### src/rtl/wb_dcdr_pkg.sv
// Shared types and constants for the Wishbone module decoder.
// Latency: none (declarations only).
// Backpressure: not applicable.
package wb_dcdr_pkg;

  localparam int MOD_W  = 4;
  localparam int RADR_W = 8;
  localparam int DW     = 16;

  localparam logic [MOD_W-1:0] BCAST_MOD   = 4'hF;
  localparam logic [DW-1:0]    ERR_DAT_DEF = 16'hDEAD;

  typedef enum logic [1:0] {
    ST_IDLE = 2'd0,
    ST_FWD  = 2'd1,
    ST_RESP = 2'd2
  } dcdr_st_e;

  // Error counter never wraps: it sticks at all ones.
  function automatic logic [DW-1:0] sat_inc(input logic [DW-1:0] v);
    return (v == '1) ? v : v + 1'b1;
  endfunction

endpackage

### src/rtl/wb_mod_dcdr_if.sv
// Bus bundle between the USB-side Wishbone master, the decoder and its slaves.
// Latency: none (wires only).
// Backpressure: slaves stall via sl_ack_i; the master waits for ack_o.
interface wb_mod_dcdr_if #(
  parameter int NSLV = 8
);
  import wb_dcdr_pkg::*;

  logic [MOD_W+RADR_W-1:0] adr_i;
  logic [DW-1:0]           dat_i;
  logic [DW-1:0]           dat_o;
  logic                    we_i;
  logic                    stb_i;
  logic                    cyc_i;
  logic                    ack_o;
  logic                    sl_cyc_o;
  logic [NSLV-1:0]         sl_stb_o;
  logic                    sl_we_o;
  logic [RADR_W-1:0]       sl_adr_o;
  logic [DW-1:0]           sl_dat_o;
  logic [DW*NSLV-1:0]      sl_dat_i;
  logic [NSLV-1:0]         sl_ack_i;

  // Decoder view: a Wishbone slave upstream, a fan-out master downstream.
  modport slave (
    input  adr_i, dat_i, we_i, stb_i, cyc_i, sl_dat_i, sl_ack_i,
    output dat_o, ack_o, sl_cyc_o, sl_stb_o, sl_we_o, sl_adr_o, sl_dat_o
  );

  // Environment view: the upstream master together with the slave ports.
  modport master (
    output adr_i, dat_i, we_i, stb_i, cyc_i, sl_dat_i, sl_ack_i,
    input  dat_o, ack_o, sl_cyc_o, sl_stb_o, sl_we_o, sl_adr_o, sl_dat_o
  );

endinterface

### src/rtl/wb_dcdr_tmo.sv
// Slave response watchdog: counts cycles while enabled, flags TMO_CYC-1 reached.
// Latency: exp_o follows the registered count combinationally.
// Backpressure: none; the count holds once expired until cleared.
module wb_dcdr_tmo #(
  parameter int TMO_CYC = 64
) (
  input  logic clk_i,
  input  logic rst_n_i,
  input  logic clr_i,
  input  logic en_i,
  output logic exp_o
);

  localparam int CW = (TMO_CYC > 2) ? $clog2(TMO_CYC) : 1;

  logic [CW-1:0] cnt;

  assign exp_o = (cnt == CW'(TMO_CYC - 1));

  // Count cycles spent waiting on the slave; clear whenever not waiting.
  always_ff @(posedge clk_i or negedge rst_n_i) begin
    if (!rst_n_i) begin
      cnt <= '0;
    end else if (clr_i) begin
      cnt <= '0;
    end else if (en_i && !exp_o) begin
      cnt <= cnt + 1'b1;
    end
  end

endmodule

### src/rtl/wb_mod_dcdr.sv
// Wishbone module decoder: adr[11:8] selects one of NSLV slaves, adr[7:0] passes through.
// Latency: 1 cycle to slave strobe, slave ack latency + 2 to ack_o; unknown module acks next cycle.
// Backpressure: holds the slave strobe until ack or TMO_CYC timeout; WB_DCDR_BCAST_EN adds module-F broadcast writes.
module wb_mod_dcdr
  import wb_dcdr_pkg::*;
#(
  parameter int          NSLV    = 8,
  parameter int          TMO_CYC = 64,
  parameter logic [15:0] ERR_DAT = ERR_DAT_DEF
) (
  input  logic            clk_i,
  input  logic            rst_n_i,
  wb_mod_dcdr_if.slave    bus,
  output logic            busy_o,
  output logic [DW-1:0]   err_cnt_o
);

  dcdr_st_e          state;
  logic [NSLV-1:0]   sel_q;
  logic [NSLV-1:0]   stb_q;
  logic              cyc_q;
  logic              we_q;
  logic              ack_q;
  logic [RADR_W-1:0] adr_q;
  logic [DW-1:0]     wdat_q;
  logic [DW-1:0]     rdat_q;
  logic [DW-1:0]     err_q;

  logic [MOD_W-1:0]  req_mod;
  logic [NSLV-1:0]   req_hot;
  logic [DW-1:0]     sl_rdat;
  logic              ack_hit;
  logic              tmo_exp;

`ifdef WB_DCDR_BCAST_EN
  logic              bcast_q;
  logic [NSLV-1:0]   mask_q;
  logic [NSLV-1:0]   mask_nxt;
  assign mask_nxt = mask_q | bus.sl_ack_i;
`endif

  assign req_mod = bus.adr_i[RADR_W +: MOD_W];
  assign ack_hit = |(bus.sl_ack_i & sel_q);

  // One-hot decode of the requested module; out-of-range indices decode to zero.
  always_comb begin
    req_hot = '0;
    for (int k = 0; k < NSLV; k++) begin
      req_hot[k] = (req_mod == MOD_W'(k));
    end
  end

  // Read data mux driven by the latched selection.
  always_comb begin
    sl_rdat = '0;
    for (int k = 0; k < NSLV; k++) begin
      if (sel_q[k]) sl_rdat = sl_rdat | bus.sl_dat_i[k*DW +: DW];
    end
  end

  wb_dcdr_tmo #(.TMO_CYC(TMO_CYC)) u_tmo (
    .clk_i   (clk_i),
    .rst_n_i (rst_n_i),
    .clr_i   (state != ST_FWD),
    .en_i    (state == ST_FWD),
    .exp_o   (tmo_exp)
  );

  // Transaction FSM: accept, forward until ack/timeout/abort, then pulse ack_o.
  always_ff @(posedge clk_i or negedge rst_n_i) begin
    if (!rst_n_i) begin
      state  <= ST_IDLE;
      sel_q  <= '0;
      stb_q  <= '0;
      cyc_q  <= 1'b0;
      we_q   <= 1'b0;
      ack_q  <= 1'b0;
      adr_q  <= '0;
      wdat_q <= '0;
      rdat_q <= '0;
      err_q  <= '0;
`ifdef WB_DCDR_BCAST_EN
      bcast_q <= 1'b0;
      mask_q  <= '0;
`endif
    end else begin
      ack_q <= 1'b0;
      case (state)
        ST_IDLE: begin
          if (bus.cyc_i && bus.stb_i) begin
            adr_q  <= bus.adr_i[RADR_W-1:0];
            wdat_q <= bus.dat_i;
            we_q   <= bus.we_i;
            sel_q  <= req_hot;
`ifdef WB_DCDR_BCAST_EN
            bcast_q <= 1'b0;
            if (req_mod == BCAST_MOD && bus.we_i) begin
              bcast_q <= 1'b1;
              mask_q  <= '0;
              stb_q   <= '1;
              cyc_q   <= 1'b1;
              state   <= ST_FWD;
            end else
`endif
            if (|req_hot) begin
              stb_q <= req_hot;
              cyc_q <= 1'b1;
              state <= ST_FWD;
            end else begin
              rdat_q <= ERR_DAT;
              err_q  <= sat_inc(err_q);
              ack_q  <= 1'b1;
              state  <= ST_RESP;
            end
          end
        end
        ST_FWD: begin
          if (!bus.cyc_i) begin
            stb_q <= '0;
            cyc_q <= 1'b0;
            state <= ST_IDLE;
          end
`ifdef WB_DCDR_BCAST_EN
          else if (bcast_q) begin
            mask_q <= mask_nxt;
            stb_q  <= stb_q & ~bus.sl_ack_i;
            if (&mask_nxt) begin
              rdat_q <= '0;
              cyc_q  <= 1'b0;
              ack_q  <= 1'b1;
              state  <= ST_RESP;
            end else if (tmo_exp) begin
              stb_q  <= '0;
              cyc_q  <= 1'b0;
              rdat_q <= ERR_DAT;
              err_q  <= sat_inc(err_q);
              ack_q  <= 1'b1;
              state  <= ST_RESP;
            end
          end
`endif
          else if (ack_hit) begin
            rdat_q <= we_q ? '0 : sl_rdat;
            stb_q  <= '0;
            cyc_q  <= 1'b0;
            ack_q  <= 1'b1;
            state  <= ST_RESP;
          end else if (tmo_exp) begin
            stb_q  <= '0;
            cyc_q  <= 1'b0;
            rdat_q <= ERR_DAT;
            err_q  <= sat_inc(err_q);
            ack_q  <= 1'b1;
            state  <= ST_RESP;
          end
        end
        ST_RESP: state <= ST_IDLE;
        default: state <= ST_IDLE;
      endcase
    end
  end

  assign bus.dat_o    = rdat_q;
  assign bus.ack_o    = ack_q;
  assign bus.sl_cyc_o = cyc_q;
  assign bus.sl_stb_o = stb_q;
  assign bus.sl_we_o  = we_q;
  assign bus.sl_adr_o = adr_q;
  assign bus.sl_dat_o = wdat_q;
  assign busy_o       = (state != ST_IDLE);
  assign err_cnt_o    = err_q;

endmodule
### src/flat_wrapper.sv
// flat-port wrapper written by rule: the top's interface ports become plain ports
module wb_mod_dcdr_flat import wb_dcdr_pkg::*;
#(
  parameter int          NSLV    = 8,
  parameter int          TMO_CYC = 64,
  parameter logic [15:0] ERR_DAT = ERR_DAT_DEF
)
  (clk_i, rst_n_i, busy_o, err_cnt_o, bus_adr_i, bus_dat_i, bus_we_i, bus_stb_i, bus_cyc_i, bus_sl_dat_i, bus_sl_ack_i, bus_dat_o, bus_ack_o, bus_sl_cyc_o, bus_sl_stb_o, bus_sl_we_o, bus_sl_adr_o, bus_sl_dat_o);
  wb_mod_dcdr_if #(.NSLV(NSLV)) bus_i ();
  input  logic clk_i;
  input  logic rst_n_i;
  output logic busy_o;
  output logic [DW-1:0] err_cnt_o;
  input wire logic [$bits(bus_i.adr_i)-1:0] bus_adr_i;
  input wire logic [$bits(bus_i.dat_i)-1:0] bus_dat_i;
  input wire logic [$bits(bus_i.we_i)-1:0] bus_we_i;
  input wire logic [$bits(bus_i.stb_i)-1:0] bus_stb_i;
  input wire logic [$bits(bus_i.cyc_i)-1:0] bus_cyc_i;
  input wire logic [$bits(bus_i.sl_dat_i)-1:0] bus_sl_dat_i;
  input wire logic [$bits(bus_i.sl_ack_i)-1:0] bus_sl_ack_i;
  output wire logic [$bits(bus_i.dat_o)-1:0] bus_dat_o;
  output wire logic [$bits(bus_i.ack_o)-1:0] bus_ack_o;
  output wire logic [$bits(bus_i.sl_cyc_o)-1:0] bus_sl_cyc_o;
  output wire logic [$bits(bus_i.sl_stb_o)-1:0] bus_sl_stb_o;
  output wire logic [$bits(bus_i.sl_we_o)-1:0] bus_sl_we_o;
  output wire logic [$bits(bus_i.sl_adr_o)-1:0] bus_sl_adr_o;
  output wire logic [$bits(bus_i.sl_dat_o)-1:0] bus_sl_dat_o;
  assign bus_i.adr_i = bus_adr_i;
  assign bus_i.dat_i = bus_dat_i;
  assign bus_i.we_i = bus_we_i;
  assign bus_i.stb_i = bus_stb_i;
  assign bus_i.cyc_i = bus_cyc_i;
  assign bus_i.sl_dat_i = bus_sl_dat_i;
  assign bus_i.sl_ack_i = bus_sl_ack_i;
  assign bus_dat_o = bus_i.dat_o;
  assign bus_ack_o = bus_i.ack_o;
  assign bus_sl_cyc_o = bus_i.sl_cyc_o;
  assign bus_sl_stb_o = bus_i.sl_stb_o;
  assign bus_sl_we_o = bus_i.sl_we_o;
  assign bus_sl_adr_o = bus_i.sl_adr_o;
  assign bus_sl_dat_o = bus_i.sl_dat_o;
  wb_mod_dcdr #(.NSLV(NSLV), .TMO_CYC(TMO_CYC), .ERR_DAT(ERR_DAT)) u_core (.clk_i(clk_i), .rst_n_i(rst_n_i), .bus(bus_i), .busy_o(busy_o), .err_cnt_o(err_cnt_o));
endmodule
### config.mk
export PLATFORM = sky130hd
export DESIGN_NAME = wb_mod_dcdr_flat
export DESIGN_NICKNAME = d
export VERILOG_FILES = /design/src/rtl/wb_dcdr_pkg.sv /design/src/rtl/wb_mod_dcdr_if.sv /design/src/rtl/wb_dcdr_tmo.sv /design/src/rtl/wb_mod_dcdr.sv /design/src/flat_wrapper.sv
export SDC_FILE = /design/constraint.sdc
export NUM_CORES = 1
export LEC_CHECK = 0
export CORE_ASPECT_RATIO = 0.5
export CORE_MARGIN = 10
export CORE_UTILIZATION = 39
export DETAILED_ROUTE_END_ITERATION = 8
export PLACE_DENSITY = 0.88
export SLEW_MARGIN = 0
export SYNTH_ARGS = -nofsm -noshare
export SYNTH_HDL_FRONTEND = slang
export SYNTH_HIERARCHICAL = 1
export SYNTH_SLANG_ARGS = --single-unit
### constraint.sdc
create_clock -name clk_i -period 2.5 [get_ports clk_i]
set_input_delay 0.5 -clock clk_i [delete_from_list [all_inputs] [get_ports clk_i]]
set_output_delay 0.5 -clock clk_i [all_outputs]
set_load 0.01 [all_outputs]
==> impl_metrics.toml, run 1 <==
[worst_setup_path]
startpoint_type = "flop"
crit_arrival_ns = 2.46
criticalPathCategory = "flop to flop"
critPathRequiredTime_ns = 2.73
reg2regPathDepth = 8
setup.worst_path.end_class = "flop"
worstPathMaxFanout = 15

[synth]
synth_edf_count = 0
synth_top_area_share = 0.481
netlist_area_um2 = 4320
yosys-top-cells-area = "dfrtp_1 (48%), a22oi_1 (11%), nand2_1 (8.5%), xnor2_1 (2.6%), a41oi_1 (2.4%)"
seq_area_frac_synth = 0.481
syn-num-nets = 603
synth_seq_cells = 83
yosysTopAreaCell = "dfrtp_1"
ys_async_sr_fraction = 1.00
avgSynthCellArea_um2 = 10.0
synth_cells = 432
yosys_warnings = 6
yosysUniqueCellTypes = 55
synthFlopType = "dfrtp_1"

[sta]
hold_viol_final = 0
slew_headroom = 0.649
hold_ws_ns = 0.0748
period_needed_ns = 2.24
rsz0062_at_grt = "false"
worst_slack_ns = 0.264
min_period_over_period = 0.894
slew_viol_final = 0
clock.fmax_mhz = 447
fin_setup_tns_ns = 0
fin_skew_ns = 0.00653
worst_pin_slew_ns = 0.521
finalSetupViolations = 0

[route]
wirelength_um = 17400
antenna_left = 0
vias = 4466
first_pass_iters = 5
drc = 0
drt_iter0_markers = 367
vias_per_cell = 5.46
wl_per_cell_um = 21.3

[final_layout]
stdcell_area_um2 = 7160
final_core_util = 0.657
finalNonFillerCells = 818
diodes = 0
mostFrequentLayoutCell = "clkdlybuf4s50_1"
final_layout_size_suffix_gt1_frac = 0.0743
fin_nets = 839
synthToLayoutAreaGrowth_pct = 65.8
mostFrequentLayoutCells = "clkdlybuf4s50_1 (235), nand2_1 (98), dfrtp_1 (83)"

[place]
gp_congestion = 0.893
portBuffers = 236
pre_cts_slack_ns = 0.0350
hpwl_um = 13400
placed_area_um2 = 6840
dp.cells = 802

[flow_run]
max-cap-violations = 0

[cts]
ctsHoldBuffers = 0
clockBufferDepth = 2
cts_resized = 0
clock-root-buffer = "clkbuf_16"
cts_tree = "done"
clkLatencyLatePin_ns = 0.34
postCtsSetupBuffers = 0
clkTransAtPathRegs_ns = 0.06
htreeDepth = 3
cts_inserted_buffers = 9
cts.sinks = 83

[die]
coreArea_um2 = 10900
fp.dieH_um = 94.4
num_io_pins = 237
dieArea_um2 = 15900
fp-row-count = 27
die_width_um = 169
floorplan.initialDensity = 0.396

[pwr]
power_density_nw_per_um2 = 619
vdd_drop_max_mv = 0.402
finalPower_mw = 4.44
leakage_nw = 3.00

[min_path]
hold_path_class = "input port to asynchronous set/reset pin"

[global_route]
grt.overflow.total = 0
antenna_found_initial = 0
grt_use_total = 0.212
grt_pass1_vias = 4751
grt_max_degree = 41
grt_pass1_wl_um = 27200

[run_status]
status = "complete, no violations"
[critical path, cell delays in order, from the launching register on]
cell and delay, ns:
dfrtp_1 0.42, ha_1 0.26, nand2_4 0.10, nor2b_4 0.18
and2_1 0.14, o21ai_0 0.19, a311oi_4 0.30, buf_12 0.18
mux2_2 0.33
[report_power, final]
group	switching, mW	total (mW)	internal [mW]
clock network	0.534	1.44	0.903
registers	0.154	1.69	1.54
logic	0.545	1.31	0.762
[registers in the layout, summed over array words and instances (netlist names)]
register,cells
u_core/bus.dat_o,16
u_core/bus.sl_dat_o,16
u_core/err_cnt_o,16
u_core/bus.sl_adr_o,8
u_core/bus.sl_stb_o,8
u_core/sel_q,8
u_core/u_tmo/cnt,6
u_core/state,2
u_core/bus.ack_o,1
u_core/bus.sl_cyc_o,1
u_core/bus.sl_we_o,1
[final timing paths]
path / startpoint / end / slack, ns
max in group asynchronous: rst_n_i / u_core/sel_q[2]$_DFFE_PN0P_ / 1.83
hold / removal: rst_n_i / u_core/bus.dat_o[1]$_DFFE_PN0P_ / 0.07
min in group clk_i: u_core/bus.sl_dat_o[2]$_DFFE_PN0P_ / u_core/bus.sl_dat_o[2]$_DFFE_PN0P_ / 0.47
setup reg to reg: u_core/u_tmo/cnt[0]$_DFFE_PN0P_ / u_core/err_cnt_o[1]$_DFFE_PN0P_ / 0.26
setup / recovery: u_core/u_tmo/cnt[0]$_DFFE_PN0P_ / u_core/err_cnt_o[1]$_DFFE_PN0P_ / 0.26
hold reg to reg: u_core/bus.sl_dat_o[2]$_DFFE_PN0P_ / u_core/bus.sl_dat_o[2]$_DFFE_PN0P_ / 0.47
[kinds of logic (layout without fill, tap and decap cells)]
| logic type | count (synthesis) | after routing | synth area share |
|---|---|---|---|
| adder cells (fa/ha/maj) | 2 | 2 | 0.00579 |
| AND/OR/NAND/NOR | 160 | 160 | 0.180 |
| buffers and inverters | 42 | 283 | 0.0536 |
| XOR/XNOR | 14 | 14 | 0.0284 |
| flip-flops | 83 | 83 | 0.481 |
| AO/OA/AOI/OAI | 130 | 130 | 0.250 |
| multiplexers | 1 | 1 | 0.00261 |
[per-layer routing]
layer / share of wire / vias to the layer above / track usage / wire length (µm)
met3: 0.068 / 30 / 0.0535 / 1180
li1: - / 2071 / - / -
met2: 0.51 / 182 / 0.375 / 8940
met5: 0 / - / 0 / 0
met1: 0.39 / 2183 / 0.247 / 6870
met4: 0.025 / 0 / 0.0778 / 442
[area by class of cell]
class | instances | area, µm²
Multi-Input combinational cell | 307 | 2010
Inverter | 12 | 45.0
Fill cell | 855 | 3750
Timing Repair Buffer | 255 | 2530
Clock inverter | 4 | 73.8
Clock buffer | 12 | 246
Sequential cell | 83 | 2080
Tap cell | 145 | 181
[cells in the mapped netlist (all sizes together), types with 2 or more instances]
cell	number
nor3b	3
and2	3
buf	16
or3	2
nand4	14
o211ai	2
dfrtp	83
a31oi	2
ha	2
nor2	8
a21o	6
and3	6
nand3	8
nor3	4
a41oi	13
o31ai	2
nor2b	2
nand2	99
a22oi	68
clkbuf	14
xnor2	13
nand2b	2
o22a	11
o21ai	11
nand4b	2
and3b	2
inv	12
a21oi	3
a22o	5
(Power assumes the default switching activity.)
==> run 2: changes to the inputs <==
--- a/config.mk
+++ b/config.mk
@@ -10,7 +10,6 @@
 export CORE_UTILIZATION = 39
 export DETAILED_ROUTE_END_ITERATION = 8
 export PLACE_DENSITY = 0.88
-export SLEW_MARGIN = 0
 export SYNTH_ARGS = -nofsm -noshare
 export SYNTH_HDL_FRONTEND = slang
 export SYNTH_HIERARCHICAL = 1
==> results of run 2 <==
Final layout, timing and power as in run 1 (identical DEF).
